## src/rtl/mips_control_fsm.sv

```systemverilog
// Multicycle MIPS main controller: Moore state machine sequencing fetch, decode,
// memory, ALU, branch and jump steps, plus the ALU-control decoder.
module mips_control_fsm #(
    parameter int JUMP_EN = 1
) (
    input  logic       clk,
    input  logic       reset,
    input  logic [5:0] Op,
    input  logic [5:0] Funct,
    input  logic       Zero,
    output logic [2:0] ALUControl,
    output logic       IorD,
    output logic       ALUSrcA,
    output logic       RegDst,
    output logic       MemtoReg,
    output logic       RegWrite,
    output logic       MemWrite,
    output logic       IRWrite,
    output logic       PCWrite,
    output logic       Branch,
    output logic [1:0] ALUSrcB,
    output logic [1:0] PCSrc,
    output logic       PCEn
);

    typedef enum logic [3:0] {
        S_FETCH,
        S_DECODE,
        S_MEMADR,
        S_MEMREAD,
        S_MEMWB,
        S_MEMWRITE,
        S_EXECUTE,
        S_ALUWB,
        S_BRANCH,
        S_ADDIEX,
        S_ADDIWB,
        S_JUMP
    } state_t;

    localparam logic [5:0] OP_RTYPE = 6'b000000;
    localparam logic [5:0] OP_LW    = 6'b100011;
    localparam logic [5:0] OP_SW    = 6'b101011;
    localparam logic [5:0] OP_BEQ   = 6'b000100;
    localparam logic [5:0] OP_ADDI  = 6'b001000;
    localparam logic [5:0] OP_J     = 6'b000010;

    localparam logic [5:0] FN_ADD = 6'b100000;
    localparam logic [5:0] FN_SUB = 6'b100010;
    localparam logic [5:0] FN_AND = 6'b100100;
    localparam logic [5:0] FN_OR  = 6'b100101;
    localparam logic [5:0] FN_SLT = 6'b101010;

    localparam logic [2:0] ALU_ADD = 3'b010;
    localparam logic [2:0] ALU_SUB = 3'b110;
    localparam logic [2:0] ALU_AND = 3'b000;
    localparam logic [2:0] ALU_OR  = 3'b001;
    localparam logic [2:0] ALU_SLT = 3'b111;

    localparam bit JUMP_SUPPORTED = (JUMP_EN != 0);

    state_t     r_state;
    state_t     w_next_state;
    logic [1:0] w_alu_op;
    logic [2:0] w_funct_ctrl;
    logic       w_funct_ok;

    // NOTE: state flops use non-blocking assignment; reset here is synchronous,
    // so it only takes effect on a rising clk edge.
    always_ff @(posedge clk) begin
        if (reset) begin
            r_state <= S_FETCH;
        end else begin
            r_state <= w_next_state;
        end
    end

    // R-type function decode; unknown functions are flagged so EXECUTE can
    // drop the instruction without a register write.
    always_comb begin
        w_funct_ctrl = ALU_ADD;
        w_funct_ok   = 1'b1;
        case (Funct)
            FN_ADD:  w_funct_ctrl = ALU_ADD;
            FN_SUB:  w_funct_ctrl = ALU_SUB;
            FN_AND:  w_funct_ctrl = ALU_AND;
            FN_OR:   w_funct_ctrl = ALU_OR;
            FN_SLT:  w_funct_ctrl = ALU_SLT;
            default: w_funct_ok   = 1'b0;
        endcase
    end

    // NOTE: every signal gets a default before the case so no path leaves
    // one unassigned, which would otherwise infer a latch.
    always_comb begin
        w_next_state = S_FETCH;
        case (r_state)
            S_FETCH: w_next_state = S_DECODE;
            S_DECODE: begin
                case (Op)
                    OP_LW, OP_SW: w_next_state = S_MEMADR;
                    OP_RTYPE:     w_next_state = S_EXECUTE;
                    OP_BEQ:       w_next_state = S_BRANCH;
                    OP_ADDI:      w_next_state = S_ADDIEX;
                    OP_J:         w_next_state = JUMP_SUPPORTED ? S_JUMP : S_FETCH;
                    default:      w_next_state = S_FETCH;
                endcase
            end
            S_MEMADR:   w_next_state = (Op == OP_SW) ? S_MEMWRITE : S_MEMREAD;
            S_MEMREAD:  w_next_state = S_MEMWB;
            S_EXECUTE:  w_next_state = w_funct_ok ? S_ALUWB : S_FETCH;
            S_ADDIEX:   w_next_state = S_ADDIWB;
            S_MEMWB, S_MEMWRITE, S_ALUWB, S_ADDIWB, S_BRANCH, S_JUMP:
                        w_next_state = S_FETCH;
            default:    w_next_state = S_FETCH;
        endcase
    end

    always_comb begin
        IorD     = 1'b0;
        ALUSrcA  = 1'b0;
        RegDst   = 1'b0;
        MemtoReg = 1'b0;
        RegWrite = 1'b0;
        MemWrite = 1'b0;
        IRWrite  = 1'b0;
        PCWrite  = 1'b0;
        Branch   = 1'b0;
        ALUSrcB  = 2'b00;
        PCSrc    = 2'b00;
        w_alu_op = 2'b00;
        case (r_state)
            S_FETCH: begin
                IRWrite = 1'b1;
                PCWrite = 1'b1;
                ALUSrcB = 2'b01;
            end
            S_DECODE: begin
                ALUSrcB = 2'b11;
            end
            S_MEMADR, S_ADDIEX: begin
                ALUSrcA = 1'b1;
                ALUSrcB = 2'b10;
            end
            S_MEMREAD: begin
                IorD = 1'b1;
            end
            S_MEMWRITE: begin
                IorD     = 1'b1;
                MemWrite = 1'b1;
            end
            S_MEMWB: begin
                MemtoReg = 1'b1;
                RegWrite = 1'b1;
            end
            S_EXECUTE: begin
                ALUSrcA  = 1'b1;
                w_alu_op = 2'b10;
            end
            S_ALUWB: begin
                RegDst   = 1'b1;
                RegWrite = 1'b1;
            end
            S_ADDIWB: begin
                RegWrite = 1'b1;
            end
            S_BRANCH: begin
                ALUSrcA  = 1'b1;
                w_alu_op = 2'b01;
                PCSrc    = 2'b01;
                Branch   = 1'b1;
            end
            S_JUMP: begin
                PCSrc   = 2'b10;
                PCWrite = 1'b1;
            end
            default: begin
                IRWrite = 1'b0;
            end
        endcase
    end

    always_comb begin
        case (w_alu_op)
            2'b00:   ALUControl = ALU_ADD;
            2'b01:   ALUControl = ALU_SUB;
            2'b10:   ALUControl = w_funct_ctrl;
            default: ALUControl = ALU_ADD;
        endcase
    end

    // Branch is only high in BRANCH, so Zero has no effect elsewhere.
    assign PCEn = PCWrite | (Branch & Zero);

endmodule
```

## config.mk

```make
export PLATFORM = sky130hd
export DESIGN_NAME = mips_control_fsm
export DESIGN_NICKNAME = d
export VERILOG_FILES = /design/src/rtl/mips_control_fsm.sv
export SDC_FILE = /design/constraint.sdc
export NUM_CORES = 1
export LEC_CHECK = 0
export ABC_AREA = 1
export CORE_MARGIN = 1
export CORE_UTILIZATION = 41
export DETAILED_ROUTE_END_ITERATION = 16
export GPL_ROUTABILITY_DRIVEN = 0
export PLACE_DENSITY = 0.84
export SETUP_SLACK_MARGIN = 0.2
export SYNTH_ARGS = -nofsm -noshare
export SYNTH_HDL_FRONTEND = slang
export SYNTH_SLANG_ARGS = --single-unit
```

## constraint.sdc

```tcl
create_clock -name clk -period 3.15 [get_ports clk]
set_input_delay 0.63 -clock clk [delete_from_list [all_inputs] [get_ports clk]]
set_output_delay 0.63 -clock clk [all_outputs]
set_load 0.05 [all_outputs]
```

==> parameters.txt <==
Parameter                              Value

Layout
  Leading cell types in the layout, fill and taps excluded ... sky130_fd_sc_hd__clkdlybuf4s50_1, sky130_fd_sc_hd__nor2_1, sky130_fd_sc_hd__inv_1
  Most common cell after layout, fill and taps aside ... sky130_fd_sc_hd__clkdlybuf4s50_1
  Registers with the highest flip-flop counts ... r_state (4)
  Area occupied by registers ... 80.1 sq um
  Count of fill cells added during filler insertion ... 118
  Final layout net count ... 158
  Largest Register ... r_state
  Antenna cell count ... 0
  Syn-to-layout area delta ... 57.9%
  Multi-input logic area ... 422 sq um
  Max FFs per register ... 4
  Number of standard cells in the final layout excluding fillers ... 153
  Fraction of layout instances using a drive strength above 1 ... 15.2%

Min path
  Path class of the lowest-slack min-delay path ... register to register
  Hold path startpoint ... r_state[0]

Worst setup path
  Worst EP required ... 2.52 ns
  Reg-to-Reg End ... r_state[1]
  Slowest cell on the critical path ... sky130_fd_sc_hd__dlygate4sd2_1
  CP Max Fanout ... 5
  Kind of end point of the critical path ... output pin
  CP Launch Type ... register
  Worst setup endpoint ... ALUControl[1]
  Arrival time reported for the critical path endpoint ... 2.05 ns
  CP Cell Sequence ... inv_1 > nand2_1 > nor2_1 > inv_1 > ha_1 > nand2_1 > dlygate4sd2_1
  Count of cells along the worst register-to-register path ... 7
  WS Path Type ... register to output pin
  R2R Path Start ... r_state[1]
  Delay of the slowest critical-path stage ... 0.53 ns
  Start point of the critical path ... r_state[0]
  Register-to-Register Setup Slack ... 2.07 ns

STA
  Number of max-slew violations in the final report ... 0
  Setup skew after layout ... 0.000153 ns
  Setup TNS ... 0 ns
  Hold Violations, Final ... 0
  Upper clock frequency limit ... 0.373 GHz
  WHS ... 0.683 ns
  RSZ-0062 raised after global routing ... false
  Tightest Pin Transition ... 0.510 ns
  Time the worst path needs with I/O delays and setup ... 2.68 ns
  Crit share post-route ... 85.0%
  Remaining max-slew budget at the tightest pin ... 66.0%
  Final Setup Violations ... 0

Clocking
  CTS tree ... built
  Maximum number of buffers from clock root to sink ... 2
  Clock tree root driver cell ... sky130_fd_sc_hd__clkbuf_4
  CTS buffer count ... 3
  Count of buffers added by post-CTS timing repair for setup ... 0
  Clk sink count ... 4
  Clock latency at the later pin of the worst-skew pair ... 0.23 ns
  Cts-stage hold buffer count ... 0
  CTS clk-pin slew, worst paths ... 0.04 ns
  H-tree depth reported by CTS ... 1

GRT
  GR Util All Layers ... 20.8%
  Global-route wire length before repair ... 2210 microns
  Number of global-route vias before repair ... 620
  Overflow after GRT ... 0
  Antenna violations before repair ... 0
  Largest net degree at the start of global routing ... 6

Synth
  Sequential area share after synthesis ... 13.6%
  Mean instance size in the synthesized netlist ... 5.60 sq um
  Netlist cell types ... 20
  Summed instance area of the synthesized netlist ... 588 sq um
  FF+latch count, synth ... 4
  Top cell type by total area after synthesis ... sky130_fd_sc_hd__dfxtp_1
  Net count after synthesis ... 123
  Area fraction of the dominant cell type after synthesis ... 13.6%
  Yosys synthesis warning count ... 0
  Leading cell types by total area after synthesis ... sky130_fd_sc_hd__dfxtp_1, sky130_fd_sc_hd__nor2_1, sky130_fd_sc_hd__nand3_1
  Instance count of the mapped netlist ... 105

Floorplanning
  Starting Density ... 44.6%
  Total die area ... 0.00159 sq mm
  Boundary Pins ... 32
  Die width ... 39.9 microns
  Std cell rows ... 13
  Core ar. ... 0.00132 sq mm
  Vertical die dimension ... 39.9 microns

Drt
  Detailed-route vias per instance ... 5.11
  Post-Route WL ... 1570 microns
  Pre-antenna DRT Iters ... 4
  Remaining routing DRC violations ... 0
  Average wire per standard cell ... 10.3 microns
  Antenna violation net count after detailed routing ... 0
  Drt first-iter violations ... 18
  Total via count in the routed design ... 782

Placement
  Quantity of I/O buffers inserted on ports ... 31
  HPWL after detailed placement ... 1250 microns
  Post-Place Cells ... 150

Run
  Number of maximum-capacitance constraint violations ... 0

Power and ir drop
  Leak Pwr ... 0.414 nW
  Peak supply drop ... 0.000222 V
  Power density cells ... 224 mW/mm^2

Outcome
  Result of the run ... finished clean
[timing repair]
| item | CTS | global route |
|---|---|---|
| setup endpoints to repair | 1 | 1 |
| hold endpoints to repair | 0 | 0 |
| resized for setup | 1 | 1 |
[worst max-delay path: cells and delay by family, from the launching register on]
kind | cells | cell delay [ns]
buffers and inverters | 3 | 0.74
DFF | 1 | 0.35
and+or+nand+nor | 3 | 0.42
adders and majority gates | 1 | 0.32
[worst min path at each step]
stage	endpoint	slack [ns]	depth (start not counted)
finish	r_state[0]	0.68	3
detailed placement	r_state[0]	0.67	3
floorplan	r_state[0]	0.60	3
CTS	r_state[0]	0.68	3
global placement	r_state[0]	0.63	3
global route	r_state[0]	0.69	3
[cell families (layout without fill, tap and decap cells)]
kind of cell,after synthesis,count (layout),synth area share [%]
buffers and inverters,22,55,14.7
and+or+nand+nor,65,65,55.5
adders and majority gates,3,3,6.38
DFF,4,4,13.6
AOI/OAI and AO/OA,11,11,9.79
[stage by stage]
| step | utilization, % | setup WS [ns] | area, sq um | total power, mW |
|---|---|---|---|---|
| floorplan | - | 0.354 | 588 | 0.105 |
| global placement | 68.7 | 0.278 | 905 | 0.143 |
| detailed placement | 68.7 | 0.247 | 905 | 0.144 |
| CTS | 70.3 | 0.279 | 926 | 0.208 |
| global route | 70.5 | 0.329 | 928 | 0.220 |
| finish | 70.5 | 0.471 | 928 | 0.208 |
[per-layer routing]
metal / up-vias / track usage (%) / part of all wire [%]
met2: 33 / 35.5 / 48
met3: 5 / 2.84 / 5.8
li1: 397 / - / -
met4: 0 / 15.5 / 1.3
met1: 347 / 22.7 / 44
met5: - / 0 / 0
[layout make-up]
type	count	share of cell area [%]
multi-input cells	79	45.4
inverters	21	8.49
well taps	15	2.02
clock buffers	3	2.43
repair buffers	31	33.0
flip-flops and latches	4	8.63
[where the power goes]
part           total, mW  switching [mW]  internal (mW)  leakage [nW]
Sequential        0.0545         0.00202         0.0525        0.0326
Combinational     0.0893          0.0525         0.0368         0.368
Clock             0.0638          0.0211         0.0426        0.0138
[synthesized netlist by cell type, drive strengths merged]
cell type   n
a21oi       7
and2        1
buf         1
dfxtp       4
ha          3
inv        21
nand2      16
nand3      16
nand3b      1
nand4       2
nor2       28
nor3        1
o21a        1
o21ai       3
(Power assumes the default switching activity.)
